`src/rtl/mc_ctrl_pkg.sv`:
```
// Shared definitions for the multi-cycle MIPS control unit: FSM state
// encodings, opcode/funct constants, ALU operation codes, datapath select
// codes and trap causes.
package mc_ctrl_pkg;

    typedef enum logic [2:0] {
        ST_IF   = 3'd0,
        ST_ID   = 3'd1,
        ST_EX   = 3'd2,
        ST_MEM  = 3'd3,
        ST_WB   = 3'd4,
        ST_TRAP = 3'd5
    } state_e;

    // Instruction classes that steer the sequencing in EX/MEM/WB.
    typedef enum logic [2:0] {
        CL_RTYPE  = 3'd0,
        CL_IMM    = 3'd1,
        CL_LOAD   = 3'd2,
        CL_STORE  = 3'd3,
        CL_BRANCH = 3'd4,
        CL_J      = 3'd5,
        CL_JAL    = 3'd6,
        CL_JR     = 3'd7
    } iclass_e;

    // Opcodes (IR[31:26])
    localparam logic [5:0] OP_RTYPE = 6'b000000;
    localparam logic [5:0] OP_J     = 6'b000010;
    localparam logic [5:0] OP_JAL   = 6'b000011;
    localparam logic [5:0] OP_BEQ   = 6'b000100;
    localparam logic [5:0] OP_BNE   = 6'b000101;
    localparam logic [5:0] OP_ADDI  = 6'b001000;
    localparam logic [5:0] OP_SLTI  = 6'b001010;
    localparam logic [5:0] OP_ORI   = 6'b001101;
    localparam logic [5:0] OP_LUI   = 6'b001111;
    localparam logic [5:0] OP_LW    = 6'b100011;
    localparam logic [5:0] OP_SW    = 6'b101011;

    // R-type function codes (IR[5:0])
    localparam logic [5:0] FN_SLL  = 6'b000000;
    localparam logic [5:0] FN_SRL  = 6'b000010;
    localparam logic [5:0] FN_SRA  = 6'b000011;
    localparam logic [5:0] FN_JR   = 6'b001000;
    localparam logic [5:0] FN_ADD  = 6'b100000;
    localparam logic [5:0] FN_ADDU = 6'b100001;
    localparam logic [5:0] FN_SUB  = 6'b100010;
    localparam logic [5:0] FN_SUBU = 6'b100011;
    localparam logic [5:0] FN_AND  = 6'b100100;
    localparam logic [5:0] FN_OR   = 6'b100101;
    localparam logic [5:0] FN_XOR  = 6'b100110;
    localparam logic [5:0] FN_NOR  = 6'b100111;
    localparam logic [5:0] FN_SLT  = 6'b101010;
    localparam logic [5:0] FN_SLTU = 6'b101011;

    // ALU operation codes; zero is reserved for "no operation / unknown"
    localparam logic [4:0] ALUOP_NONE = 5'd0;
    localparam logic [4:0] ALUOP_ADD  = 5'd1;
    localparam logic [4:0] ALUOP_ADDU = 5'd2;
    localparam logic [4:0] ALUOP_SUB  = 5'd3;
    localparam logic [4:0] ALUOP_SUBU = 5'd4;
    localparam logic [4:0] ALUOP_AND  = 5'd5;
    localparam logic [4:0] ALUOP_OR   = 5'd6;
    localparam logic [4:0] ALUOP_XOR  = 5'd7;
    localparam logic [4:0] ALUOP_NOR  = 5'd8;
    localparam logic [4:0] ALUOP_SLT  = 5'd9;
    localparam logic [4:0] ALUOP_SLTU = 5'd10;
    localparam logic [4:0] ALUOP_SLL  = 5'd11;
    localparam logic [4:0] ALUOP_SRL  = 5'd12;
    localparam logic [4:0] ALUOP_SRA  = 5'd13;
    localparam logic [4:0] ALUOP_LUI  = 5'd14;

    // PC source select
    localparam logic [1:0] PCSEL_PC4    = 2'b00;
    localparam logic [1:0] PCSEL_BRANCH = 2'b01;
    localparam logic [1:0] PCSEL_JUMP   = 2'b10;
    localparam logic [1:0] PCSEL_RS     = 2'b11;

    // Register destination select
    localparam logic [1:0] REGDST_RT = 2'b00;
    localparam logic [1:0] REGDST_RD = 2'b01;
    localparam logic [1:0] REGDST_RA = 2'b10;

    // Writeback source select
    localparam logic [1:0] WBSRC_ALU = 2'b00;
    localparam logic [1:0] WBSRC_MEM = 2'b01;
    localparam logic [1:0] WBSRC_PC  = 2'b10;

    // Trap causes
    localparam logic [1:0] TRAP_NONE    = 2'b00;
    localparam logic [1:0] TRAP_ILLEGAL = 2'b01;
    localparam logic [1:0] TRAP_TIMEOUT = 2'b10;

    // Map an R-type funct field to its ALU operation; ALUOP_NONE if unknown.
    function automatic logic [4:0] rtype_aluop(input logic [5:0] fn);
        logic [4:0] op;
        case (fn)
            FN_ADD:  op = ALUOP_ADD;
            FN_ADDU: op = ALUOP_ADDU;
            FN_SUB:  op = ALUOP_SUB;
            FN_SUBU: op = ALUOP_SUBU;
            FN_AND:  op = ALUOP_AND;
            FN_OR:   op = ALUOP_OR;
            FN_XOR:  op = ALUOP_XOR;
            FN_NOR:  op = ALUOP_NOR;
            FN_SLT:  op = ALUOP_SLT;
            FN_SLTU: op = ALUOP_SLTU;
            FN_SLL:  op = ALUOP_SLL;
            FN_SRL:  op = ALUOP_SRL;
            FN_SRA:  op = ALUOP_SRA;
            default: op = ALUOP_NONE;
        endcase
        return op;
    endfunction

endpackage

```
`src/rtl/mc_ctrl_if.sv`:
```
// Shared memory port between the control unit (master) and memory (slave).
interface mc_ctrl_if;
    logic mem_req;
    logic mem_we;
    logic mem_ready;

    modport master (output mem_req, output mem_we, input mem_ready);
    modport slave  (input mem_req, input mem_we, output mem_ready);
endinterface

```
`src/rtl/mc_ctrl_decode.sv`:
```
// Combinational instruction decoder: opcode/func to per-instruction fields.
// Jump instructions (j, jal, jr) are only legal when MC_CTRL_JUMP_EN is
// defined; otherwise they are flagged illegal.
module mc_ctrl_decode
    import mc_ctrl_pkg::*;
#(
    parameter int ALUOP_W = 5
) (
    input  logic [5:0]         opcode_i,
    input  logic [5:0]         func_i,
    output logic [ALUOP_W-1:0] alu_ctrl_o,
    output logic               alu_src_o,
    output logic               ext_op_o,
    output logic [1:0]         reg_dst_o,
    output logic [1:0]         data_to_reg_o,
    output iclass_e            iclass_o,
    output logic               illegal_o
);

    logic [4:0] aluop_s;

    // Decode table: defaults first, then per-opcode overrides
    always_comb begin
        aluop_s       = ALUOP_NONE;
        alu_src_o     = 1'b0;
        ext_op_o      = 1'b0;
        reg_dst_o     = REGDST_RT;
        data_to_reg_o = WBSRC_ALU;
        iclass_o      = CL_RTYPE;
        illegal_o     = 1'b0;
        case (opcode_i)
            OP_RTYPE: begin
                reg_dst_o = REGDST_RD;
                if (func_i == FN_JR) begin
`ifdef MC_CTRL_JUMP_EN
                    iclass_o  = CL_JR;
                    reg_dst_o = REGDST_RT;
`else
                    illegal_o = 1'b1;
`endif
                end else begin
                    aluop_s   = rtype_aluop(func_i);
                    illegal_o = (aluop_s == ALUOP_NONE);
                end
            end
            OP_ADDI: begin
                iclass_o = CL_IMM;  aluop_s = ALUOP_ADD;
                alu_src_o = 1'b1;   ext_op_o = 1'b1;
            end
            OP_SLTI: begin
                iclass_o = CL_IMM;  aluop_s = ALUOP_SLT;
                alu_src_o = 1'b1;   ext_op_o = 1'b1;
            end
            OP_ORI: begin
                iclass_o = CL_IMM;  aluop_s = ALUOP_OR;
                alu_src_o = 1'b1;   ext_op_o = 1'b0;
            end
            OP_LUI: begin
                iclass_o = CL_IMM;  aluop_s = ALUOP_LUI;
                alu_src_o = 1'b1;   ext_op_o = 1'b0;
            end
            OP_LW: begin
                iclass_o = CL_LOAD; aluop_s = ALUOP_ADD;
                alu_src_o = 1'b1;   ext_op_o = 1'b1;
                data_to_reg_o = WBSRC_MEM;
            end
            OP_SW: begin
                iclass_o = CL_STORE; aluop_s = ALUOP_ADD;
                alu_src_o = 1'b1;    ext_op_o = 1'b1;
            end
            OP_BEQ, OP_BNE: begin
                iclass_o = CL_BRANCH; aluop_s = ALUOP_SUB;
                alu_src_o = 1'b0;     ext_op_o = 1'b1;
            end
            OP_J: begin
`ifdef MC_CTRL_JUMP_EN
                iclass_o = CL_J;
`else
                illegal_o = 1'b1;
`endif
            end
            OP_JAL: begin
`ifdef MC_CTRL_JUMP_EN
                iclass_o      = CL_JAL;
                reg_dst_o     = REGDST_RA;
                data_to_reg_o = WBSRC_PC;
`else
                illegal_o = 1'b1;
`endif
            end
            default: illegal_o = 1'b1;
        endcase
        alu_ctrl_o = ALUOP_W'(aluop_s);
    end

endmodule

```
`src/rtl/mc_ctrl.sv`:
```
// Multi-cycle MIPS control unit. Sequences IF/ID/EX/MEM/WB over one shared
// memory port, with memory wait states, a memory timeout trap and an
// illegal-instruction trap. Only the state, wait counter and trap flags are
// registered; all other outputs decode combinationally from the state and
// the instruction fields and are held low while rst is asserted.
// Optional: define MC_CTRL_JUMP_EN to enable j / jal / jr.
module mc_ctrl
    import mc_ctrl_pkg::*;
#(
    parameter int ALUOP_W     = 5,
    parameter int MEM_TIMEOUT = 16,
    parameter int CNT_W       = 5
) (
    input  logic               clk,
    input  logic               rst,
    input  logic [5:0]         opcode,
    input  logic [5:0]         func,
    input  logic               zero,
    mc_ctrl_if.master          mem,
    output logic               IorD,
    output logic               IRWrite,
    output logic               PCWrite,
    output logic [1:0]         PC_sel,
    output logic               RegWrite,
    output logic [1:0]         RegDst,
    output logic [1:0]         DatatoReg,
    output logic               ALUSrc,
    output logic               ExtOp,
    output logic [ALUOP_W-1:0] ALUCtrl,
    output logic [2:0]         state_o,
    output logic               instr_done,
    output logic               trap,
    output logic [1:0]         trap_cause
);

    localparam bit               TIMEOUT_EN  = (MEM_TIMEOUT != 0);
    localparam logic [CNT_W-1:0] TIMEOUT_CNT = CNT_W'(MEM_TIMEOUT);
    localparam logic [CNT_W-1:0] CNT_MAX     = {CNT_W{1'b1}};

    state_e             state_q, state_d;
    logic [CNT_W-1:0]   cnt_q, cnt_d;
    logic               trap_q, trap_d;
    logic [1:0]         cause_q, cause_d;

    // Decoder fields
    logic [ALUOP_W-1:0] dec_alu_s;
    logic               dec_src_s, dec_ext_s, dec_illegal_s;
    logic [1:0]         dec_rd_s, dec_dtr_s;
    iclass_e            dec_class_s;

    // Un-gated FSM outputs
    logic               req_s, we_s, iord_s, irw_s, pcw_s, rw_s, ext_s, src_s, done_s;
    logic [1:0]         pcs_s, rd_s, dtr_s, cause_s;
    logic [ALUOP_W-1:0] alu_s;
    logic               timeout_s, taken_s;

    mc_ctrl_decode #(.ALUOP_W(ALUOP_W)) u_decode (
        .opcode_i      (opcode),
        .func_i        (func),
        .alu_ctrl_o    (dec_alu_s),
        .alu_src_o     (dec_src_s),
        .ext_op_o      (dec_ext_s),
        .reg_dst_o     (dec_rd_s),
        .data_to_reg_o (dec_dtr_s),
        .iclass_o      (dec_class_s),
        .illegal_o     (dec_illegal_s)
    );

    assign timeout_s = TIMEOUT_EN && (cnt_q == TIMEOUT_CNT);
    assign taken_s   = (opcode == OP_BEQ) ? zero : ~zero;

    // Next-state and per-state datapath controls
    always_comb begin
        state_d = state_q;
        req_s = 1'b0; we_s = 1'b0; iord_s = 1'b0; irw_s = 1'b0;
        pcw_s = 1'b0; rw_s = 1'b0; src_s = 1'b0; ext_s = 1'b0;
        done_s = 1'b0;
        pcs_s = PCSEL_PC4; rd_s = REGDST_RT; dtr_s = WBSRC_ALU;
        alu_s = '0;
        cause_s = TRAP_NONE;
        case (state_q)
            ST_IF: begin
                req_s = 1'b1;
                if (mem.mem_ready) begin
                    irw_s = 1'b1; pcw_s = 1'b1; pcs_s = PCSEL_PC4;
                    state_d = ST_ID;
                end else if (timeout_s) begin
                    state_d = ST_TRAP; cause_s = TRAP_TIMEOUT;
                end else begin
                    state_d = ST_IF;
                end
            end
            ST_ID: begin
                if (dec_illegal_s) begin
                    state_d = ST_TRAP; cause_s = TRAP_ILLEGAL;
                end else if (dec_class_s == CL_J) begin
                    pcw_s = 1'b1; pcs_s = PCSEL_JUMP; done_s = 1'b1;
                    state_d = ST_IF;
                end else if (dec_class_s == CL_JAL) begin
                    state_d = ST_WB;
                end else begin
                    state_d = ST_EX;
                end
            end
            ST_EX: begin
                alu_s = dec_alu_s; src_s = dec_src_s; ext_s = dec_ext_s;
                case (dec_class_s)
                    CL_BRANCH: begin
                        pcw_s = taken_s; pcs_s = PCSEL_BRANCH; done_s = 1'b1;
                        state_d = ST_IF;
                    end
                    CL_LOAD, CL_STORE: state_d = ST_MEM;
                    CL_JR: begin
                        pcw_s = 1'b1; pcs_s = PCSEL_RS; done_s = 1'b1;
                        state_d = ST_IF;
                    end
                    default: state_d = ST_WB;
                endcase
            end
            ST_MEM: begin
                req_s = 1'b1; iord_s = 1'b1;
                we_s  = (dec_class_s == CL_STORE);
                if (mem.mem_ready) begin
                    if (dec_class_s == CL_STORE) begin
                        done_s = 1'b1; state_d = ST_IF;
                    end else begin
                        state_d = ST_WB;
                    end
                end else if (timeout_s) begin
                    state_d = ST_TRAP; cause_s = TRAP_TIMEOUT;
                end else begin
                    state_d = ST_MEM;
                end
            end
            ST_WB: begin
                rw_s = 1'b1; rd_s = dec_rd_s; dtr_s = dec_dtr_s; done_s = 1'b1;
                if (dec_class_s == CL_JAL) begin
                    pcw_s = 1'b1; pcs_s = PCSEL_JUMP;
                end else begin
                    pcw_s = 1'b0;
                end
                state_d = ST_IF;
            end
            ST_TRAP: state_d = ST_TRAP;
            default: state_d = ST_IF;
        endcase
    end

    // Wait counter: clear on entry to IF/MEM, count stalled cycles, saturate
    always_comb begin
        cnt_d = cnt_q;
        if ((state_d != state_q) && ((state_d == ST_IF) || (state_d == ST_MEM))) begin
            cnt_d = '0;
        end else if (req_s && !mem.mem_ready && (cnt_q != CNT_MAX)) begin
            cnt_d = cnt_q + CNT_W'(1);
        end else begin
            cnt_d = cnt_q;
        end
    end

    // Trap flags latch on entry to TRAP and then hold until reset
    always_comb begin
        trap_d  = trap_q;
        cause_d = cause_q;
        if ((state_d == ST_TRAP) && (state_q != ST_TRAP)) begin
            trap_d  = 1'b1;
            cause_d = cause_s;
        end else begin
            trap_d  = trap_q;
        end
    end

    // State, counter and trap registers
    always_ff @(posedge clk or posedge rst) begin
        if (rst) begin
            state_q <= ST_IF;
            cnt_q   <= '0;
            trap_q  <= 1'b0;
            cause_q <= TRAP_NONE;
        end else begin
            state_q <= state_d;
            cnt_q   <= cnt_d;
            trap_q  <= trap_d;
            cause_q <= cause_d;
        end
    end

    // Output drive; everything held low while rst is asserted
    always_comb begin
        if (rst) begin
            mem.mem_req = 1'b0; mem.mem_we = 1'b0;
            IorD = 1'b0; IRWrite = 1'b0; PCWrite = 1'b0; PC_sel = 2'b00;
            RegWrite = 1'b0; RegDst = 2'b00; DatatoReg = 2'b00;
            ALUSrc = 1'b0; ExtOp = 1'b0; ALUCtrl = '0;
            state_o = 3'd0; instr_done = 1'b0; trap = 1'b0; trap_cause = 2'b00;
        end else begin
            mem.mem_req = req_s; mem.mem_we = we_s;
            IorD = iord_s; IRWrite = irw_s; PCWrite = pcw_s; PC_sel = pcs_s;
            RegWrite = rw_s; RegDst = rd_s; DatatoReg = dtr_s;
            ALUSrc = src_s; ExtOp = ext_s; ALUCtrl = alu_s;
            state_o = state_q; instr_done = done_s;
            trap = trap_q; trap_cause = cause_q;
        end
    end

endmodule
```
`src/flat_wrapper.sv`:
```
// flat-port wrapper written by rule: the top's interface ports become plain ports
module mc_ctrl_flat import mc_ctrl_pkg::*;
#(
    parameter int ALUOP_W     = 5,
    parameter int MEM_TIMEOUT = 16,
    parameter int CNT_W       = 5
)
  (clk, rst, opcode, func, zero, IorD, IRWrite, PCWrite, PC_sel, RegWrite, RegDst, DatatoReg, ALUSrc, ExtOp, ALUCtrl, state_o, instr_done, trap, trap_cause, mem_mem_req, mem_mem_we, mem_mem_ready);
  mc_ctrl_if mem_i ();
  input  logic clk;
  input  logic rst;
  input  logic [5:0] opcode;
  input  logic [5:0] func;
  input  logic zero;
  output logic IorD;
  output logic IRWrite;
  output logic PCWrite;
  output logic [1:0] PC_sel;
  output logic RegWrite;
  output logic [1:0] RegDst;
  output logic [1:0] DatatoReg;
  output logic ALUSrc;
  output logic ExtOp;
  output logic [ALUOP_W-1:0] ALUCtrl;
  output logic [2:0] state_o;
  output logic instr_done;
  output logic trap;
  output logic [1:0] trap_cause;
  output wire logic [$bits(mem_i.mem_req)-1:0] mem_mem_req;
  output wire logic [$bits(mem_i.mem_we)-1:0] mem_mem_we;
  input wire logic [$bits(mem_i.mem_ready)-1:0] mem_mem_ready;
  assign mem_mem_req = mem_i.mem_req;
  assign mem_mem_we = mem_i.mem_we;
  assign mem_i.mem_ready = mem_mem_ready;
  mc_ctrl #(.ALUOP_W(ALUOP_W), .MEM_TIMEOUT(MEM_TIMEOUT), .CNT_W(CNT_W)) u_core (.clk(clk), .rst(rst), .opcode(opcode), .func(func), .zero(zero), .mem(mem_i), .IorD(IorD), .IRWrite(IRWrite), .PCWrite(PCWrite), .PC_sel(PC_sel), .RegWrite(RegWrite), .RegDst(RegDst), .DatatoReg(DatatoReg), .ALUSrc(ALUSrc), .ExtOp(ExtOp), .ALUCtrl(ALUCtrl), .state_o(state_o), .instr_done(instr_done), .trap(trap), .trap_cause(trap_cause));
endmodule
```
`config.mk`:
```
export PLATFORM = sky130hd
export DESIGN_NAME = mc_ctrl_flat
export DESIGN_NICKNAME = d
export VERILOG_FILES = /design/src/rtl/mc_ctrl_pkg.sv /design/src/rtl/mc_ctrl_if.sv /design/src/rtl/mc_ctrl_decode.sv /design/src/rtl/mc_ctrl.sv /design/src/flat_wrapper.sv
export SDC_FILE = /design/constraint.sdc
export NUM_CORES = 1
export LEC_CHECK = 0
export CORE_ASPECT_RATIO = 0.75
export CORE_MARGIN = 2
export CORE_UTILIZATION = 50
export CTS_CLUSTER_SIZE = 8
export DETAILED_ROUTE_END_ITERATION = 12
export PLACE_DENSITY = 0.92
export SYNTH_ARGS = -nofsm -noshare
export SYNTH_HDL_FRONTEND = slang
export SYNTH_SLANG_ARGS = --single-unit
```
`constraint.sdc`:
```
create_clock -name clk -period 6.6 [get_ports clk]
set_clock_uncertainty 0.15 [all_clocks]
set_input_delay 0.99 -clock clk [delete_from_list [all_inputs] [get_ports clk]]
set_output_delay 0.99 -clock clk [all_outputs]
set_load 0.05 [all_outputs]
```
* Word-level counts from Yosys, hierarchy flattened
Memories as Yosys holds them, arrays and structs flattened. Index checks and enable logic that the tools add are counted.
Storage, ports and cells: logic and storage cells 122, input bits 16, memories 1, output and inout port bits 26, bits in writable memories 0, register bits 11, latch bits 0, bits in read-only memories 256
Operators by class: multiplexer cells 69, divide/modulo/power cells 0, order comparisons 0, multipliers 0, add/sub/neg operators 1, shift operators 0, reductions and logical operators 20, bitwise gates (word level) 1, eq/ne operators 26
Memory list:
- (name not given) | depth 64, bits a word 4, read ports 1, clocked after memory_dff 0, write ports 0, RTL line mc_ctrl_pkg.sv:97 | case (fn)
Operator list (number):
- $mux W1 | 35
- $mux W5 | 7
- $eq A6 B4 Y1 const B | 5
- $pmux W5 S6 | 1
- $mux W3 | 9
- $eq A3 B3 Y1 const B | 7
- $eq A3 B2 Y1 const B | 5
- $pmux W3 S5 | 1
- $mux W2 | 7
- $eq A6 B3 Y1 const B | 2
- $eq A6 B6 Y1 const B | 2
- $pmux W3 S4 | 1
- $reduce_or A6 Y1 | 2
- $pmux W1 S4 | 2
- $pmux W2 S2 | 2
- $reduce_or A2 Y1 | 4
- $reduce_or A8 Y1 | 1
- $logic_not A3 Y1 | 2
- $logic_not A6 Y1 | 1
- $pmux W2 S3 | 1
- $pmux W3 S2 | 1
- $add A5 B1 Y5 const B | 1
- $eq A5 B5 Y1 const B | 1
- $logic_not A5 Y1 | 1
- other kinds (12) | 16

* Longest topological paths before layout
depth in word-level cells 12, gate-level depth with buffers 9, mapped depth without buffers 9

* Cells and area by module
A second synthesis with hierarchy kept.
Second synthesis, totals: cells, all modules 198, area, all modules 1510.2 um2
By module, submodules not included:
- mc_ctrl | cells an instance 127, area an instance 1063.5 um2, sequential area each 275.3 um2, times used 1
- mc_ctrl_decode | cells an instance 71, area an instance 446.7 um2, sequential area each 0.0 um2, times used 1

* Worst setup path after synthesis
OpenSTA, ideal clock, no wires.
kind input-to-output, from input opcode[4], to output PCWrite, cell stages on the path 5, slack 2.191 ns, data arrival time 3.269 ns, data required time 5.460 ns, buffers on the path 1, cell sequence clkbuf_1 > nor2_1 > nand3_1 > or4_1 > a211oi_1
On the way: cells in the longest elaborated chain, start to end 8, elaborated cells on any way between the ends 25, those cells by class 12 x eq/ne; 9 x mux; 4 x reduce/logical
RTL lines:
- start, declared | RTL line flat_wrapper.sv:12 | input logic [5:0] opcode;
- $eq A6 B4 Y1 (tied with other cells) | RTL line mc_ctrl_decode.sv:31 | case (opcode_i)
- $reduce_or A4 Y1 (no line) / $reduce_or A2 Y1 (equally long branches)
- $pmux W3 S4 | RTL line mc_ctrl_decode.sv:31
- $eq A3 B3 Y1 | RTL line mc_ctrl.sv:96 | end else if (dec_class_s == CL_J) begin
- $mux W1 | RTL line mc_ctrl.sv:96
- $mux W1 | RTL line mc_ctrl.sv:94 | if (dec_illegal_s) begin
- $pmux W1 S4 * | RTL line mc_ctrl.sv:81 | case (state_q)
- $mux W1 * | RTL line mc_ctrl.sv:190 | if (rst) begin
- end, declared | RTL line flat_wrapper.sv:17 | output logic PCWrite;
Every way passes the cells marked *; elsewhere a longest branch is shown, timed or not.

* Final worst setup path
Ends and elaborated chain as after synthesis.

==> impl_metrics.env <==
export IMPL_slowest_delay_ns=0.85
export IMPL_min_to="u_core.trap_q"
export IMPL_sw_frac_of_total_pct=48.64
export IMPL_period_minus_slack_ns=4.943
export IMPL_syn_area_um2=1469
export IMPL_core_area_um2=2703
export IMPL_powerDensity_nw_per_um2=236.8
export IMPL_avgSynthCellArea_um2=7.731
export IMPL_grt_usage_pct=22.86
export IMPL_r2r_cells=7
export IMPL_p_leak_nw=0.6971
export IMPL_worst_endpoint_arrival_ns=3.80
export IMPL_drive_above_1_share_pct=7.240
export IMPL_cp_cell_sequence="clkdlybuf4s50_1, nor2_1, nand3_1, or4_1, a211oi_1, clkdlybuf4s50_1"
export IMPL_worstSetupPathType="in -> out"
export IMPL_place_hpwl_um=2854
export IMPL_die_area_um2=3392
export IMPL_pwr_share_clk_pct=15.1
export IMPL_p_switching_uw=215.0
export IMPL_antenna_found_initial=0
export IMPL_rows=16
export IMPL_start_kind="input pin"
export IMPL_post_route_period_util_pct=74.90
export IMPL_cts_resized=0
export IMPL_grt_overflow_total=0
export IMPL_status="complete, no violations"
export IMPL_ys_seq_area_share_pct=18.74
export IMPL_syn_inst=190
export IMPL_fin_tns_setup_ns=0
export IMPL_cts_hold_buf=0
export IMPL_numPortBuffers=37
export IMPL_cts_buffers=3
export IMPL_setup_violations=0
export IMPL_synth_area_leaders="dfrtp_1 19%, nor2_1 6.9%, ha_1 6.8%"
export IMPL_io_pins=42
export IMPL_start_util_pct=54.35
export IMPL_grt_max_degree=18
export IMPL_wl_per_cell_um=14.25
export IMPL_crit_buf_inv=2
export IMPL_r2r_slack_ns=3.86
export IMPL_slowest_stage="clkdlybuf4s50_1"
export IMPL_clock_latency_ns=0.24
export IMPL_tightest_slew_ns=1.012
export IMPL_yosys_warnings=0
export IMPL_yosysTopAreaCellShare_pct=18.74
export IMPL_cts_sinks=11
export IMPL_firstDrtPassIters=4
export IMPL_gp_congestion=0.8892
export IMPL_n_antenna_cell=0
export IMPL_rsz0062_at_grt="no"
export IMPL_hold_path_class="reg -> reg"
export IMPL_synthArstFlopShare_pct=100.0
export IMPL_fin_total_pwr_uw=442.0
export IMPL_hold_path_depth=1
export IMPL_synth_cell_type_count=56
export IMPL_wl_um=3663
export IMPL_worst_r2r_startpoint="u_core.cnt_q[0]"
export IMPL_critPathMostFrequentCell="clkdlybuf4s50_1"
export IMPL_synth_top_cell_by_area="dfrtp_1"
export IMPL_r2r_end="u_core.cause_q[0]"
export IMPL_cts_setup_buffers=0
export IMPL_die_h_um=50.94
export IMPL_hold_viol_final=0
export IMPL_htreeDepth=1
export IMPL_synth_edf_count=0
export IMPL_p_seq_share_pct=27.5
export IMPL_synth_top_flop_cell="dfrtp_1"
export IMPL_path_clk_slew_ns=0.05
export IMPL_cp_top_family="buffers and inverters"
export IMPL_slew_headroom_pct=31.89
export IMPL_vdd_drop_max_uv=180.8
export IMPL_drv_cap=0
export IMPL_cp_depth=6
export IMPL_cts_buffer_depth=2
export IMPL_drc=0
export IMPL_p_int_uw=227.0
export IMPL_drv_slew=0
export IMPL_power_share_combinational_pct=57.4
export IMPL_area_delta_synth_final_pct=27.09
export IMPL_cts_root_buf="clkbuf_8"
export IMPL_worstSetupEndpointType="output port"
export IMPL_cp_startpoint="opcode[4]"
export IMPL_grt_pass1_vias=1331
export IMPL_tritoncts="done"
export IMPL_ant_nets=0
export IMPL_nets=246
export IMPL_via_per_inst=5.961
export IMPL_crit_path_max_fanout=10
export IMPL_max_freq_ghz=0.2023
export IMPL_die_w_um=66.59
export IMPL_holdCritStartpoint="u_core.trap_q"
export IMPL_ys_ff_latch=11
export IMPL_crit_required_ns=5.46
export IMPL_grt_pass1_wl_um=6092
export IMPL_drt_iter0_drc=75
export IMPL_vias=1532
[logic make-up (layout without fill, tap and decap cells)]
logic type	after synthesis	count (layout)	synth area share, %
and+or+nand+nor	94	94	35.44
AOI/OAI and AO/OA	43	43	24.79
buffers and inverters	23	51	7.581
DFF	11	11	18.74
adders and majority gates	8	8	6.815
xor gates and xnor gates	5	5	2.982
muxes	5	5	3.407
other	1	4	0.2553
[stage by stage]
step	utilization (%)	instance area [um2]	instances	hold WS (ns)	worst slack [ns]
3_5_place_dp	67.41	1822	253	0.2950	1.686
2_1_floorplan	-	1480	193	0.2702	2.191
5_1_grt	69.07	1867	257	0.3289	1.504
4_1_cts	69.07	1867	257	0.3056	1.676
6_report	69.07	1867	257	0.3021	1.657
3_3_place_gp	67.41	1822	253	0.2865	1.693
[worst max-delay path by stage]
stage / to / slack, ns
6_report: PCWrite / 1.66
5_1_grt: instr_done / 1.50
4_1_cts: ALUCtrl[0] / 1.68
3_5_place_dp: ALUCtrl[0] / 1.69
3_3_place_gp: PCWrite / 1.69
2_1_floorplan: PCWrite / 2.19
[cell type report]
cell class,count,area (um2)
fill,241,835.8
inverter,10,37.54
timing repair buffer,37,370.4
tap,36,45.04
sequential,11,275.3
clock buffer,4,45.04
multi-input combinational,159,1094
[layer usage]
metal	vias to the layer above	wire length, um	GRT usage, %
met5	-	0	0
met4	0	10	2.721
met3	4	285	4.846
met2	69	1587	34.50
met1	719	1779	34.29
li1	740	-	-
[cell usage after synthesis (all sizes together) (3+ instances only)]
cell type,number
ha,8
nand3,3
nand4,3
dfrtp,11
nand2,13
o21ai,6
clkbuf,6
inv,10
buf,7
a21oi,10
nor2b,6
or4,4
or2,3
nor2,27
mux2i,5
xnor2,3
nand3b,6
nor3,7
o21a,3
nand2b,9
o211ai,3
[power groups by stage]
stage               sequential [mW]  clock (mW)  combinational, mW
global route                  0.126      0.0729              0.274
global placement              0.121           0              0.249
CTS                           0.121      0.0677              0.254
finish                        0.122      0.0668              0.254
floorplan                    0.0935           0              0.214
detailed placement            0.122           0              0.252
[placed cells by master, fill, tap and decap left out, drive strengths merged, types with 3 or more instances in the layout]
master / count
nor2b: 6
nand2: 13
nand2b: 9
clkdlybuf4s50: 37
dfrtp: 11
nor3: 7
clkbuf: 4
o21ai: 6
conb: 4
nand4: 3
o21a: 3
or4: 4
nor2: 27
mux2i: 5
nand3: 3
nand3b: 6
a21oi: 10
xnor2: 3
o211ai: 3
inv: 10
or2: 3
ha: 8
[flip-flops by register name, summed over array words and instances (netlist names)]
name and cells:
u_core.cnt_q 5, u_core.state_q 3, u_core.cause_q 2, u_core.trap_q 1
Note: power is estimated with default switching activity, not from simulation.
